File: src/rtl/sync_fifo_param_pkg.sv
// Shared defaults and helpers for the parametrised single-clock FIFO family.
// Imported by the memory, interface and top so every file agrees on sizing.
package fifo_pkg;

  localparam int DEF_DATA_WIDTH = 8;
  localparam int DEF_ADDR_WIDTH = 3;

  // Number of entries addressed by an addr_w-bit pointer.
  function automatic int depth_f(input int addr_w);
    return 1 << addr_w;
  endfunction

endpackage

File: src/rtl/sync_fifo_param_if.sv
// Producer/consumer side of sync_fifo_param: data, requests, control and status.
// The FIFO takes the slave view; the traffic source/sink takes the master view.
interface sync_fifo_param_if
  import fifo_pkg::*;
#(
  parameter int DATA_WIDTH = DEF_DATA_WIDTH,
  parameter int ADDR_WIDTH = DEF_ADDR_WIDTH
);

  logic [DATA_WIDTH-1:0] buf_in;
  logic                  wr_en;
  logic                  rd_en;
  logic                  flush;
  logic                  err_clr;
  logic [DATA_WIDTH-1:0] buf_out;
  logic                  buf_empty;
  logic                  buf_full;
  logic                  almost_empty;
  logic                  almost_full;
  logic [ADDR_WIDTH:0]   fifo_counter;
  logic                  overflow;
  logic                  underflow;

  modport master (
    output buf_in, wr_en, rd_en, flush, err_clr,
    input  buf_out, buf_empty, buf_full, almost_empty, almost_full,
           fifo_counter, overflow, underflow
  );

  modport slave (
    input  buf_in, wr_en, rd_en, flush, err_clr,
    output buf_out, buf_empty, buf_full, almost_empty, almost_full,
           fifo_counter, overflow, underflow
  );

endinterface

File: src/rtl/fifo_mem_dp.sv
// Simple dual-port register array: synchronous write, registered read with enable.
// Only the read register is reset; the storage array holds whatever was last written.
module fifo_mem_dp
  import fifo_pkg::*;
#(
  parameter int DATA_WIDTH = DEF_DATA_WIDTH,
  parameter int ADDR_WIDTH = DEF_ADDR_WIDTH
) (
  input  logic                  clk,
  input  logic                  rst,
  input  logic                  we,
  input  logic [ADDR_WIDTH-1:0] waddr,
  input  logic [DATA_WIDTH-1:0] wdata,
  input  logic                  re,
  input  logic [ADDR_WIDTH-1:0] raddr,
  output logic [DATA_WIDTH-1:0] rdata
);

  localparam int DEPTH = depth_f(ADDR_WIDTH);

  logic [DATA_WIDTH-1:0] mem [DEPTH];

  // NOTE: the array is deliberately left out of reset so it maps onto plain
  // flops/RAM without a reset tree; occupancy tracking makes stale data unreachable.
  always_ff @(posedge clk) begin
    if (we) mem[waddr] <= wdata;
  end

  // A same-address read and write returns the old word, which is what the
  // full-FIFO simultaneous read/write case relies on.
  always_ff @(posedge clk) begin
    if (rst)     rdata <= '0;
    else if (re) rdata <= mem[raddr];
  end

endmodule

File: src/rtl/sync_fifo_param.sv
// Parametrised single-clock FIFO: pointers, occupancy counter, flag decode, sticky errors.
// All status flags decode the registered counter, so no input reaches an output combinationally.
module sync_fifo_param
  import fifo_pkg::*;
#(
  parameter int DATA_WIDTH = DEF_DATA_WIDTH,
  parameter int ADDR_WIDTH = DEF_ADDR_WIDTH,
  parameter int AF_LEVEL   = 6,
  parameter int AE_LEVEL   = 2
) (
  input  logic              clk,
  input  logic              rst,
  sync_fifo_param_if.slave  bus
);

  localparam int DEPTH = depth_f(ADDR_WIDTH);
  localparam int CNT_W = ADDR_WIDTH + 1;

  logic [ADDR_WIDTH-1:0] wr_ptr_q;
  logic [ADDR_WIDTH-1:0] rd_ptr_q;
  logic [CNT_W-1:0]      count_q;
  logic                  overflow_q;
  logic                  underflow_q;

  logic                  empty;
  logic                  full;
  logic                  wr_acc;
  logic                  rd_acc;
  logic                  mem_we;
  logic                  mem_re;

  // NOTE: every signal gets a default at the top of always_comb so no path
  // leaves it unassigned and a latch can never be inferred.
  always_comb begin
    empty  = 1'b0;
    full   = 1'b0;
    rd_acc = 1'b0;
    wr_acc = 1'b0;
    empty  = (count_q == '0);
    full   = (count_q == CNT_W'(DEPTH));
    rd_acc = bus.rd_en & ~empty;
    // A full FIFO can still take a write when a read frees a slot this cycle.
    wr_acc = bus.wr_en & (~full | rd_acc);
  end

  // Flush suppresses both memory ports so buf_out holds its last value.
  assign mem_we = wr_acc & ~bus.flush & ~rst;
  assign mem_re = rd_acc & ~bus.flush;

  // NOTE: sequential state uses non-blocking assignments so every register
  // samples the pre-edge values, independent of statement order.
  always_ff @(posedge clk) begin
    if (rst) begin
      wr_ptr_q <= '0;
      rd_ptr_q <= '0;
      count_q  <= '0;
    end else if (bus.flush) begin
      wr_ptr_q <= '0;
      rd_ptr_q <= '0;
      count_q  <= '0;
    end else begin
      if (wr_acc) wr_ptr_q <= wr_ptr_q + 1'b1;
      if (rd_acc) rd_ptr_q <= rd_ptr_q + 1'b1;
      if (wr_acc && !rd_acc)      count_q <= count_q + 1'b1;
      else if (rd_acc && !wr_acc) count_q <= count_q - 1'b1;
    end
  end

  // Sticky errors: a fresh error in the err_clr cycle wins. Flush clears data,
  // not history, and a flushed cycle raises no new error.
  always_ff @(posedge clk) begin
    if (rst) begin
      overflow_q  <= 1'b0;
      underflow_q <= 1'b0;
    end else begin
      if (bus.err_clr) begin
        overflow_q  <= 1'b0;
        underflow_q <= 1'b0;
      end
      if (!bus.flush) begin
        if (bus.wr_en && !wr_acc) overflow_q  <= 1'b1;
        if (bus.rd_en && empty)   underflow_q <= 1'b1;
      end
    end
  end

  fifo_mem_dp #(
    .DATA_WIDTH (DATA_WIDTH),
    .ADDR_WIDTH (ADDR_WIDTH)
  ) u_mem (
    .clk   (clk),
    .rst   (rst),
    .we    (mem_we),
    .waddr (wr_ptr_q),
    .wdata (bus.buf_in),
    .re    (mem_re),
    .raddr (rd_ptr_q),
    .rdata (bus.buf_out)
  );

  assign bus.fifo_counter = count_q;
  assign bus.buf_empty    = empty;
  assign bus.buf_full     = full;
  assign bus.almost_empty = (count_q <= CNT_W'(AE_LEVEL));
  assign bus.almost_full  = (count_q >= CNT_W'(AF_LEVEL));
  assign bus.overflow     = overflow_q;
  assign bus.underflow    = underflow_q;

endmodule

File: src/flat_wrapper.sv
// flat-port wrapper written by rule: the top's interface ports become plain ports
module sync_fifo_param_flat import fifo_pkg::*;
#(
  parameter int DATA_WIDTH = DEF_DATA_WIDTH,
  parameter int ADDR_WIDTH = DEF_ADDR_WIDTH,
  parameter int AF_LEVEL   = 6,
  parameter int AE_LEVEL   = 2
)
  (clk, rst, bus_buf_in, bus_wr_en, bus_rd_en, bus_flush, bus_err_clr, bus_buf_out, bus_buf_empty, bus_buf_full, bus_almost_empty, bus_almost_full, bus_fifo_counter, bus_overflow, bus_underflow);
  sync_fifo_param_if #(.DATA_WIDTH(DATA_WIDTH), .ADDR_WIDTH(ADDR_WIDTH)) bus_i ();
  input  logic clk;
  input  logic rst;
  input wire logic [$bits(bus_i.buf_in)-1:0] bus_buf_in;
  input wire logic [$bits(bus_i.wr_en)-1:0] bus_wr_en;
  input wire logic [$bits(bus_i.rd_en)-1:0] bus_rd_en;
  input wire logic [$bits(bus_i.flush)-1:0] bus_flush;
  input wire logic [$bits(bus_i.err_clr)-1:0] bus_err_clr;
  output wire logic [$bits(bus_i.buf_out)-1:0] bus_buf_out;
  output wire logic [$bits(bus_i.buf_empty)-1:0] bus_buf_empty;
  output wire logic [$bits(bus_i.buf_full)-1:0] bus_buf_full;
  output wire logic [$bits(bus_i.almost_empty)-1:0] bus_almost_empty;
  output wire logic [$bits(bus_i.almost_full)-1:0] bus_almost_full;
  output wire logic [$bits(bus_i.fifo_counter)-1:0] bus_fifo_counter;
  output wire logic [$bits(bus_i.overflow)-1:0] bus_overflow;
  output wire logic [$bits(bus_i.underflow)-1:0] bus_underflow;
  assign bus_i.buf_in = bus_buf_in;
  assign bus_i.wr_en = bus_wr_en;
  assign bus_i.rd_en = bus_rd_en;
  assign bus_i.flush = bus_flush;
  assign bus_i.err_clr = bus_err_clr;
  assign bus_buf_out = bus_i.buf_out;
  assign bus_buf_empty = bus_i.buf_empty;
  assign bus_buf_full = bus_i.buf_full;
  assign bus_almost_empty = bus_i.almost_empty;
  assign bus_almost_full = bus_i.almost_full;
  assign bus_fifo_counter = bus_i.fifo_counter;
  assign bus_overflow = bus_i.overflow;
  assign bus_underflow = bus_i.underflow;
  sync_fifo_param #(.DATA_WIDTH(DATA_WIDTH), .ADDR_WIDTH(ADDR_WIDTH), .AF_LEVEL(AF_LEVEL), .AE_LEVEL(AE_LEVEL)) u_core (.clk(clk), .rst(rst), .bus(bus_i));
endmodule
File: config.mk
export PLATFORM = sky130hd
export DESIGN_NAME = sync_fifo_param_flat
export DESIGN_NICKNAME = d
export VERILOG_FILES = /design/src/rtl/sync_fifo_param_pkg.sv /design/src/rtl/sync_fifo_param_if.sv /design/src/rtl/fifo_mem_dp.sv /design/src/rtl/sync_fifo_param.sv /design/src/flat_wrapper.sv
export SDC_FILE = /design/constraint.sdc
export NUM_CORES = 1
export LEC_CHECK = 0
export CAP_MARGIN = 20
export CORE_MARGIN = 3
export CORE_UTILIZATION = 40
export DETAILED_ROUTE_END_ITERATION = 12
export SLEW_MARGIN = 15
export SYNTH_ARGS = -nofsm -noshare
export SYNTH_HDL_FRONTEND = slang
export SYNTH_HIERARCHICAL = 1
export SYNTH_SLANG_ARGS = --single-unit
File: constraint.sdc
create_clock -name clk -period 4.15 [get_ports clk]
set_input_delay 0.415 -clock clk [delete_from_list [all_inputs] [get_ports clk]]
set_output_delay 0.415 -clock clk [all_outputs]
set_load 0.03 [all_outputs]
Word level (Yosys, flattened, before mapping). Memory sizes are Yosys's and may differ from the RTL's. A register that Yosys moved wholly into a read port is not among the register bits. Index checks and enable logic that the tools add are counted.

Bits in registers: 12. Bits in latches: 0. Bits in writable memories: 64. Bits in read-only memories: 0. Input port bits: 14. Logic and storage cells: 42. Memories kept: 1.

Add/subtract/negate cells: 4. Multipliers: 0. Div/mod/pow operators: 0. Order comparisons: 2. Equality and inequality tests: 1. Shifts and indexed selects: 0. Muxes and demuxes: 10. Bitwise gates (word level): 10. Reductions and logical operators: 9.

Memories: u_core.u_mem.mem (words 8, width 8, read ports 1, clocked after Yosys merged registers in 1, wr ports 1, line fifo_mem_dp.sv:21) `logic [DATA_WIDTH-1:0] mem [DEPTH];`.

Operators with widths (number): two-way mux 1 bit (8); two-way mux 4 bit (2); adder 3 x 1 -> 3 bit, second input constant (2); bitwise AND 1 bit (5); adder 4 x 1 -> 4 bit, second input constant (1); equality test 4 bit, second input constant (1); greater-or-equal comparator 4 x 3 -> 1 bit, second input constant (1); <= comparator 4 x 2 -> 1 bit, second input constant (1); logical AND 1 bit (4); zero test 4 bit (1); NOT 1 bit (4); subtractor 4 x 1 -> 4 bit, second input constant (1); zero test 1 bit (2); nonzero test 2 bit (1); OR reduction 2 bit (1); OR 1 bit (1).

Logic depth before layout (Yosys ltp). Gate-level depths: netlist of run 1.

Depth in word-level cells: 9. Gate-level depth with buffers: 10. Mapped depth without buffers: 10.

Hierarchy. The synthesis of run 1 kept the hierarchy.

By module, submodules not included: fifo_mem_dp (times used 1, cells each 162, area an instance 2812.7 sq um, seq. area each 2082.0 sq um); sync_fifo_param (times used 1, cells each 71, area an instance 646.9 sq um, seq. area each 240.2 sq um).

Worst setup path before layout of run 1. No wires, ideal clock.

Path type: reg2reg. Start point: register u_core.count_q[3] (netlist: u_core/bus.fifo_counter[3]). End point: register u_core.count_q[3] (netlist: u_core/bus.fifo_counter[3]). Arrival: 2.523 ns. Required time: 4.034 ns. Slack: 1.511 ns. Cell stages (with the launch flop): 11. Path buffers: 0. Cells stage by stage: dfxtp_1 > or4b_4 > o21ai_2 > inv_1 > ha_1 > inv_1 > ha_1 > a21oi_1 > a211o_1 > a211oi_1 > a31o_2.

Cells in the longest elaborated chain, start to end: 8. Elaborated cells between the ends (all ways): 16.

RTL lines: from (decl) (line sync_fifo_param.sv:21) `logic [CNT_W-1:0] count_q;`; from (signal assigned) (line sync_fifo_param.sv:64) `if (wr_acc && !rd_acc) count_q <= count_q + 1'b1;`; from (signal assigned) (line sync_fifo_param.sv:65) `else if (rd_acc && !wr_acc) count_q <= count_q - 1'b1;`; zero test 4 bit (line sync_fifo_param.sv:39) `empty = (count_q == '0);`; NOT 1 bit (line sync_fifo_param.sv:41) `rd_acc = bus.rd_en & ~empty;`; bitwise AND 1 bit (line sync_fifo_param.sv:41); OR 1 bit (line sync_fifo_param.sv:43) `wr_acc = bus.wr_en & (~full | rd_acc);`; bitwise AND 1 bit (line sync_fifo_param.sv:43); zero test 1 bit (line sync_fifo_param.sv:65); logical AND 1 bit (line sync_fifo_param.sv:65); nonzero test 2 bit (no line).

Parallel ways exist; a longest one is shown, timed or not. The select of a mux whose other input is x is not followed. A chain may end at the register's enable or synchronous reset.

Final worst setup path of run 1.
Start point: register u_core.count_q[0] (netlist: u_core/bus.fifo_counter[0]). End point: register u_core.count_q[3] (netlist: u_core/bus.fifo_counter[3]).

The elaborated chain is that of the path after synthesis.

==> results of run 1 <==
power groups by stage:
stage	logic (µW)	registers [µW]	clock network [µW]
global placement	248	966	0
floorplan	142	987	0
detailed placement	249	967	0
CTS	250	947	536
global route	265	952	573
finish	248	947	513
metrics by stage:
step           util (%)  power (µW)  worst slack (ns)  instances  area [µm²]
3_5_place_dp       46.3        1220              1.31        362        3840
2_1_floorplan         -        1130              1.51        233        3460
5_1_grt            48.4        1790              1.25        378        4020
6_report           48.4        1710              1.46        378        4020
3_3_place_gp       46.3        1210              1.41        362        3840
4_1_cts            48.4        1730              1.46        378        4020
sequential cells by signal, summed over array words and instances (netlist names):
signal	flops
u_core/u_mem/mem	64
u_core/u_mem/rdata	8
u_core/bus.overflow	1
u_core/bus.underflow	1
u_core/wr_ptr_q	3
u_core/rd_ptr_q	3
u_core/bus.fifo_counter	4
area by class of cell:
class                      count  area share, %
inverter                       5          0.467
clock buffer                  14           4.05
multi-input combinational    133           25.6
clock inverter                 2          0.280
sequential                    84           57.8
timing repair buffer          35           8.47
tap                          105           3.27
how the worst max path moves through the flow:
stage	start	endpoint	slack, ns
after floorplan	u_core/bus.fifo_counter[3]	u_core/bus.fifo_counter[3]	1.51
after global placement	rst	u_core/u_mem/mem[5][5]	1.41
after detailed placement	rst	u_core/u_mem/mem[5][5]	1.31
after CTS	u_core/bus.fifo_counter[0]	u_core/bus.fifo_counter[3]	1.46
after global routing	u_core/bus.fifo_counter[0]	u_core/bus.fifo_counter[3]	1.25
final	u_core/bus.fifo_counter[0]	u_core/bus.fifo_counter[3]	1.46
metal layers:
layer,wire [µm],track usage [%]
met1,3120,18.9
met2,3220,23.3
met3,285,3.11
met4,112,6.41
met5,0,0
worst max-delay path, stage by stage, from the launching register on:
cell and delay (ns):
dfxtp_1 0.41, or4b_4 0.58, o21ai_2 0.25, inv_1 0.07, ha_1 0.19, inv_1 0.14, ha_1 0.29, a21oi_1 0.19
nand3_1 0.12, a211oi_1 0.26, a31o_2 0.13
cells in the final DEF, fill, tap and decap left out, types with 3 or more instances in the layout:
master and instances:
edfxtp_1 64, clkdlybuf4s50_1 31, nor2_1 30, dfxtp_1 20, mux2i_1 19, mux2_2 16
clkbuf_8 11, a211oi_1 8, o22ai_1 7, a221o_1 7, nand2b_1 6, inv_1 5
nand2_1 5, ha_1 5, a21oi_1 4, xor2_1 4, buf_4 4, clkbuf_1 3
kinds of logic after synthesis:
logic type / Yosys count
flops: 84
simple gates: 51
compound gates: 35
mux: 35
buf+inv: 16
xor+xnor: 6
fa+ha+maj: 6
==> summary.txt, run 1 <==
Yosys
  • Most common cell in the netlist: edfxtp_1
  • Compound-Gate Fraction of Synth Area: 8.25%
  • Mux share of post-synthesis cell area: 10.7%
  • Seq/Total Area, Yosys: 67.1%
  • Main flop type after synthesis: edfxtp_1
  • Synthesized instance count: 233
  • Post-Syn Area per Cell: 14.8 µm²
  • Synth Area in XOR/XNOR: 1.52%
  • Synth top area share: 55.6%
  • Post-synth EDFFs: 64
  • Commonest cells in the netlist: edfxtp_1 (64), nor2_1 (30), dfxtp_1 (20)
  • Mapped cell area: 0.00346 mm²
  • Post-synthesis simple-gate area fraction: 6.91%
  • Largest family of logic cells by synthesized area: multiplexers
  • Async SR Flop Fraction: 0%
  • Synthesis-stage register bit count: 84
  • Syn_nets: 253
  • Synth area leaders: edfxtp_1 (56%), dfxtp_1 (12%), mux2i_1 (5.5%), mux2_2 (5.2%), nor2_1 (3.3%)
  • Synth cell types: 36
  • Adder-Cell Fraction of Synth Area: 2.39%
  • Yosys warnings: 6
  • Area leader, netlist: edfxtp_1

Clock tree
  • Total CTS buffers: 9
  • Clock tree buffer depth: 2
  • Post-CTS Resized: 0
  • Post-CTS Setup Repair Bufs: 0
  • Root Driver: clkbuf_8
  • Clock-pin slew on the worst setup and hold paths: 0.08 ns
  • Clk sinks: 84
  • Post-CTS Hold Fix Bufs: 0
  • Clk_lat worst skew: 0.34 ns
  • Htree depth: 3
  • CTS tree: built

Final layout
  • Register area: 0.00232 mm²
  • Fillers: 728
  • Multi-input gate area: 0.00103 mm²
  • Fraction of layout cells with a size suffix above 1: 14.7%
  • Layout area overhead: 16.1%
  • Nets@finish: 288
  • Antenna Cells: 0

Run
  • # Max-Cap Violations: 0

Outcome
  • Outcome: completed

Place
  • Final weighted congestion in routability-driven placement: 0.785
  • Buffers on Ports: 31
  • DP HPWL: 4.67 mm

Floorplan
  • Die width: 99 µm
  • Cell Rows: 33
  • Die height: 99 µm
  • Initial Utilization: 41.7%
  • Die area: 0.00980 mm²
  • Core footprint: 0.00830 mm²
  • Num ports: 32

Timing
  • Max Fclk: 372 MHz
  • Final min period: 2.69 ns
  • RSZ-0062 raised after global routing: false
  • Final setup TNS: 0 ns
  • Final setup violation count: 0
  • Slew @ Worst Pin: 0.993 ns
  • Worst Skew: 0.0131 ns
  • Final-report hold violation count: 0
  • Slew headroom: 33.6%
  • Hold Slack: 0.473 ns
  • Max-slew violations: 0
  • Tcrit/Tclk final: 64.7%

Global route
  • First-pass GRT wire length: 10.4 mm
  • GR Overflow Total: 0
  • Largest net degree at the start of global routing: 18
  • Initial antenna violation count: 0
  • All-Layer GR Usage: 14.5%
  • Vias in the first global route: 1936

Hold path
  • WHS Path Cells: 2
  • Hold Crit Class: flop to flop
  • Hold worst-path end: u_core/bus.overflow
  • Min-delay src: u_core/bus.overflow

Setup path
  • Crit Path Max Fanout: 8
  • Critical Path RT: 4.44 ns
  • CP Capture Type: flop
  • Crit path launch type: flop
  • Worst reg2reg path startpoint: u_core/bus.fifo_counter[0]
  • Setup Crit Path Kind: flop to flop
  • Reg2Reg Capture Point: u_core/bus.fifo_counter[3]
  • Critical path arrival: 2.97 ns
  • Reg-to-reg slack, setup: 1.46 ns
  • R2r worst-path depth: 10

Power and ir drop
  • Switching pwr: 424 µW
  • Combinational power share: 14.5%
  • Power Density: 425 mW/mm²
  • Clk network pwr share: 30.1%
  • Max rail drop VDD: 0.000192 V
  • Seq pwr share: 55.4%
  • Int Pwr: 1280 µW
  • Leakage power: 0.00131 µW
  • Switching Fraction: 24.8%

Route
  • Initial DRC Count: 136
  • Drt pass-1 iters: 4
  • Wire per inst: 17.8 µm
  • Via count: 1942
  • DRC: 0
  • Post-DRT Antenna Nets: 0
  • DRT Wirelength: 6.74 mm
  • Vias/cell: 5.14
Power figures use the tool's default switching activity.
==> inputs of run 2 (changes only) <==
==> constraint.sdc (replaced) <==
create_clock -name clk -period 2.3 [get_ports clk]
set_input_delay 0.23 -clock clk [delete_from_list [all_inputs] [get_ports clk]]
set_output_delay 0.23 -clock clk [all_outputs]
set_load 0.03 [all_outputs]
==> run 2 against run 1 <==
Net effect:
- the run now ends with negative setup slack left
- critical path depth did not move
- non-clock buffer count rose by 21
- sequential share of layout area fell by 3.0 points
- first-iteration DRC count fell by 17%
- wire length rose by 0.88%
- via count rose by 5.8%
- global-route usage fell by 0.30 points
- highest routed layer unchanged
- critical path type unchanged
- sequential power rose by 77%
==> summary.txt, run 2 (same netlist as run 1, synthesis figures left out) <==
Route
  • DRT Wirelength: 6.80 mm
  • Initial DRC Count: 113
  • DRC: 0
  • Via count: 2055
  • Post-DRT Antenna Nets: 0
  • Vias/cell: 5.15
  • Wire per inst: 17.0 µm
  • Drt pass-1 iters: 4

Timing
  • Final min period: 2.33 ns
  • Tcrit/Tclk final: 101%
  • Final setup TNS: -0.0264 ns
  • Max Fclk: 430 MHz
  • Final-report hold violation count: 0
  • Slew headroom: 70.5%
  • Hold Slack: 0.473 ns
  • Max-slew violations: 0
  • Slew @ Worst Pin: 0.443 ns
  • Final setup violation count: 1
  • Worst Skew: 0.00875 ns
  • Final setup margin: -0.0264 ns
  • RSZ-0062 raised after global routing: true

Place
  • Dpl ws: -0.0312 ns
  • Placed cell area: 0.00402 mm²
  • Buffers on Ports: 31
  • DP HPWL: 4.34 mm
  • Final weighted congestion in routability-driven placement: 0.745

Setup path
  • R2r worst-path depth: 10
  • Setup Crit Path Kind: flop to flop
  • Worst path most repeated cell: ha_4
  • Crit path launch type: flop
  • Reg2Reg Capture Point: u_core/bus.fifo_counter[3]
  • Critical path arrival: 2.61 ns
  • Slowest cell on the critical path: or4b_4
  • CP Capture Type: flop
  • Worst reg2reg path startpoint: u_core/bus.fifo_counter[1]
  • Reg-to-reg slack, setup: -0.03 ns
  • Crit Path Max Fanout: 4
  • CP peak stage delay: 0.55 ns
  • Critical Path RT: 2.59 ns
  • CP cell instances: or4b_4 -> o21ai_4 -> inv_2 -> ha_4 -> inv_4 -> ha_4 -> nand3_2 -> a211o_1 -> a211oi_2 -> a31o_2

Final layout
  • Antenna Cells: 0
  • Largest reg by FF count: u_core/u_mem/mem
  • Most frequent cells in the layout: edfxtp_1 (64), nor2_1 (30), clkdlybuf4s50_1 (29)
  • Nets@finish: 309
  • Commonest non-fill, non-tap cell in the layout: edfxtp_1
  • Max reg flops: 64
  • Layout area overhead: 23.0%
  • Fin area: 0.00426 mm²
  • Fraction of layout cells with a size suffix above 1: 24.8%
  • Fillers: 723

Global route
  • GR Overflow Total: 0
  • Vias in the first global route: 1930
  • Initial antenna violation count: 0
  • First-pass GRT wire length: 10.4 mm
  • All-Layer GR Usage: 14.2%
  • Largest net degree at the start of global routing: 33

Run
  • # Max-Cap Violations: 0

Floorplan
  • Die width: 99 µm
  • Core footprint: 0.00830 mm²
  • Num ports: 32
  • Die area: 0.00980 mm²
  • Initial Utilization: 41.7%
  • Cell Rows: 33
  • Die height: 99 µm

Power and ir drop
  • Seq pwr share: 53.9%
  • Combinational power share: 17.9%
  • Switching Fraction: 25.9%
  • Int Pwr: 2320 µW
  • Max rail drop VDD: 0.000472 V
  • Leakage power: 0.00143 µW
  • Power Density: 734 mW/mm²
  • Clk network pwr share: 28.2%
  • Switching pwr: 809 µW

Outcome
  • Outcome: finished with violations
  • Failing checks: negative setup slack

Hold path
  • Hold worst-path end: u_core/bus.underflow
  • WHS Path Cells: 2
  • Min-delay src: u_core/bus.underflow
  • Hold Crit Class: flop to flop

Clock tree
  • Clock tree buffer depth: 2
  • Total CTS buffers: 9
  • CTS tree: built
  • Clk_lat worst skew: 0.34 ns
  • Clk sinks: 84
  • Htree depth: 3
  • Root Driver: clkbuf_8
  • Clock-pin slew on the worst setup and hold paths: 0.08 ns
## run 2: cell count changes in the layout (fill, tap and decap cells not counted), moves of 3 or more
cell	change
ha_1	-3
dfxtp_1	-4
ha_4	+3
buf_4	+20
## run 2: metrics by stage
stage | cells | util [%] | power, µW
after floorplan | 233 | - | 2050
after global placement | 380 | 48.5 | 2230
after detailed placement | 380 | 48.5 | 2240
after CTS | 397 | 50.5 | 3130
after global routing | 399 | 51.3 | 3270
final | 399 | 51.3 | 3120
## run 2: area by class of cell
type                            instances  area, µm²  area share [%]
Clock buffer                           11        131            3.09
Clock inverter                          5       27.5           0.647
Inverter                                5       21.3           0.500
Multi-Input combinational cell        133       1100            25.8
Sequential cell                        84       2330            54.8
Tap cell                              105        131            3.09
Timing Repair Buffer                   56        512            12.0
## run 2: how the worst max path moves through the flow
stage                          startpoint                         end  slack, ns  depth (start not counted)
3_5_place_dp   u_core/bus.fifo_counter[2]  u_core/bus.fifo_counter[3]      -0.03                         10
3_3_place_gp   u_core/bus.fifo_counter[2]  u_core/bus.fifo_counter[3]       0.03                         10
4_1_cts        u_core/bus.fifo_counter[2]  u_core/bus.fifo_counter[3]      -0.02                         10
2_1_floorplan  u_core/bus.fifo_counter[2]  u_core/bus.fifo_counter[3]      -0.07                         10
5_1_grt        u_core/bus.fifo_counter[1]  u_core/bus.fifo_counter[3]      -0.11                         10
6_report       u_core/bus.fifo_counter[1]  u_core/bus.fifo_counter[3]      -0.03                         10
## run 2: repair_timing
item / 4_1_cts / 5_1_grt
setup endpoints to repair: 2 / 2
buffers inserted: 1 / 2
pin swaps: 0 / 6
gates resized for setup: 2 / 9
hold endpoints to repair: 0 / 0
hold buffers: 0 / 0
## run 2: worst max-delay path, delay by kind of cell, from the launching register on
kind	cells	cell delay, ns
buffers and inverters	2	0.14
AND/OR/NAND/NOR	2	0.63
flip-flops	1	0.33
AO/OA/AOI/OAI	4	0.87
adder cells (fa/ha/maj)	2	0.31
## run 2: layer usage
layer	part of all wire (%)	wire (µm)	up-vias	GRT usage, %
met5	0	0	-	0
met4	1.1	78	0	4.73
met3	4.7	318	8	3.75
met2	46	3130	53	21.4
met1	48	3270	1000	20.0
li1	-	-	994	-
## run 2: power by group through the flow
stage                     sequential (µW)  clock [µW]  combinational, µW
after floorplan                      1780           0                266
after global placement               1720           0                513
after detailed placement             1720           0                518
after CTS                            1680         919                523
after global routing                 1690         984                600
final                                1680         880                560
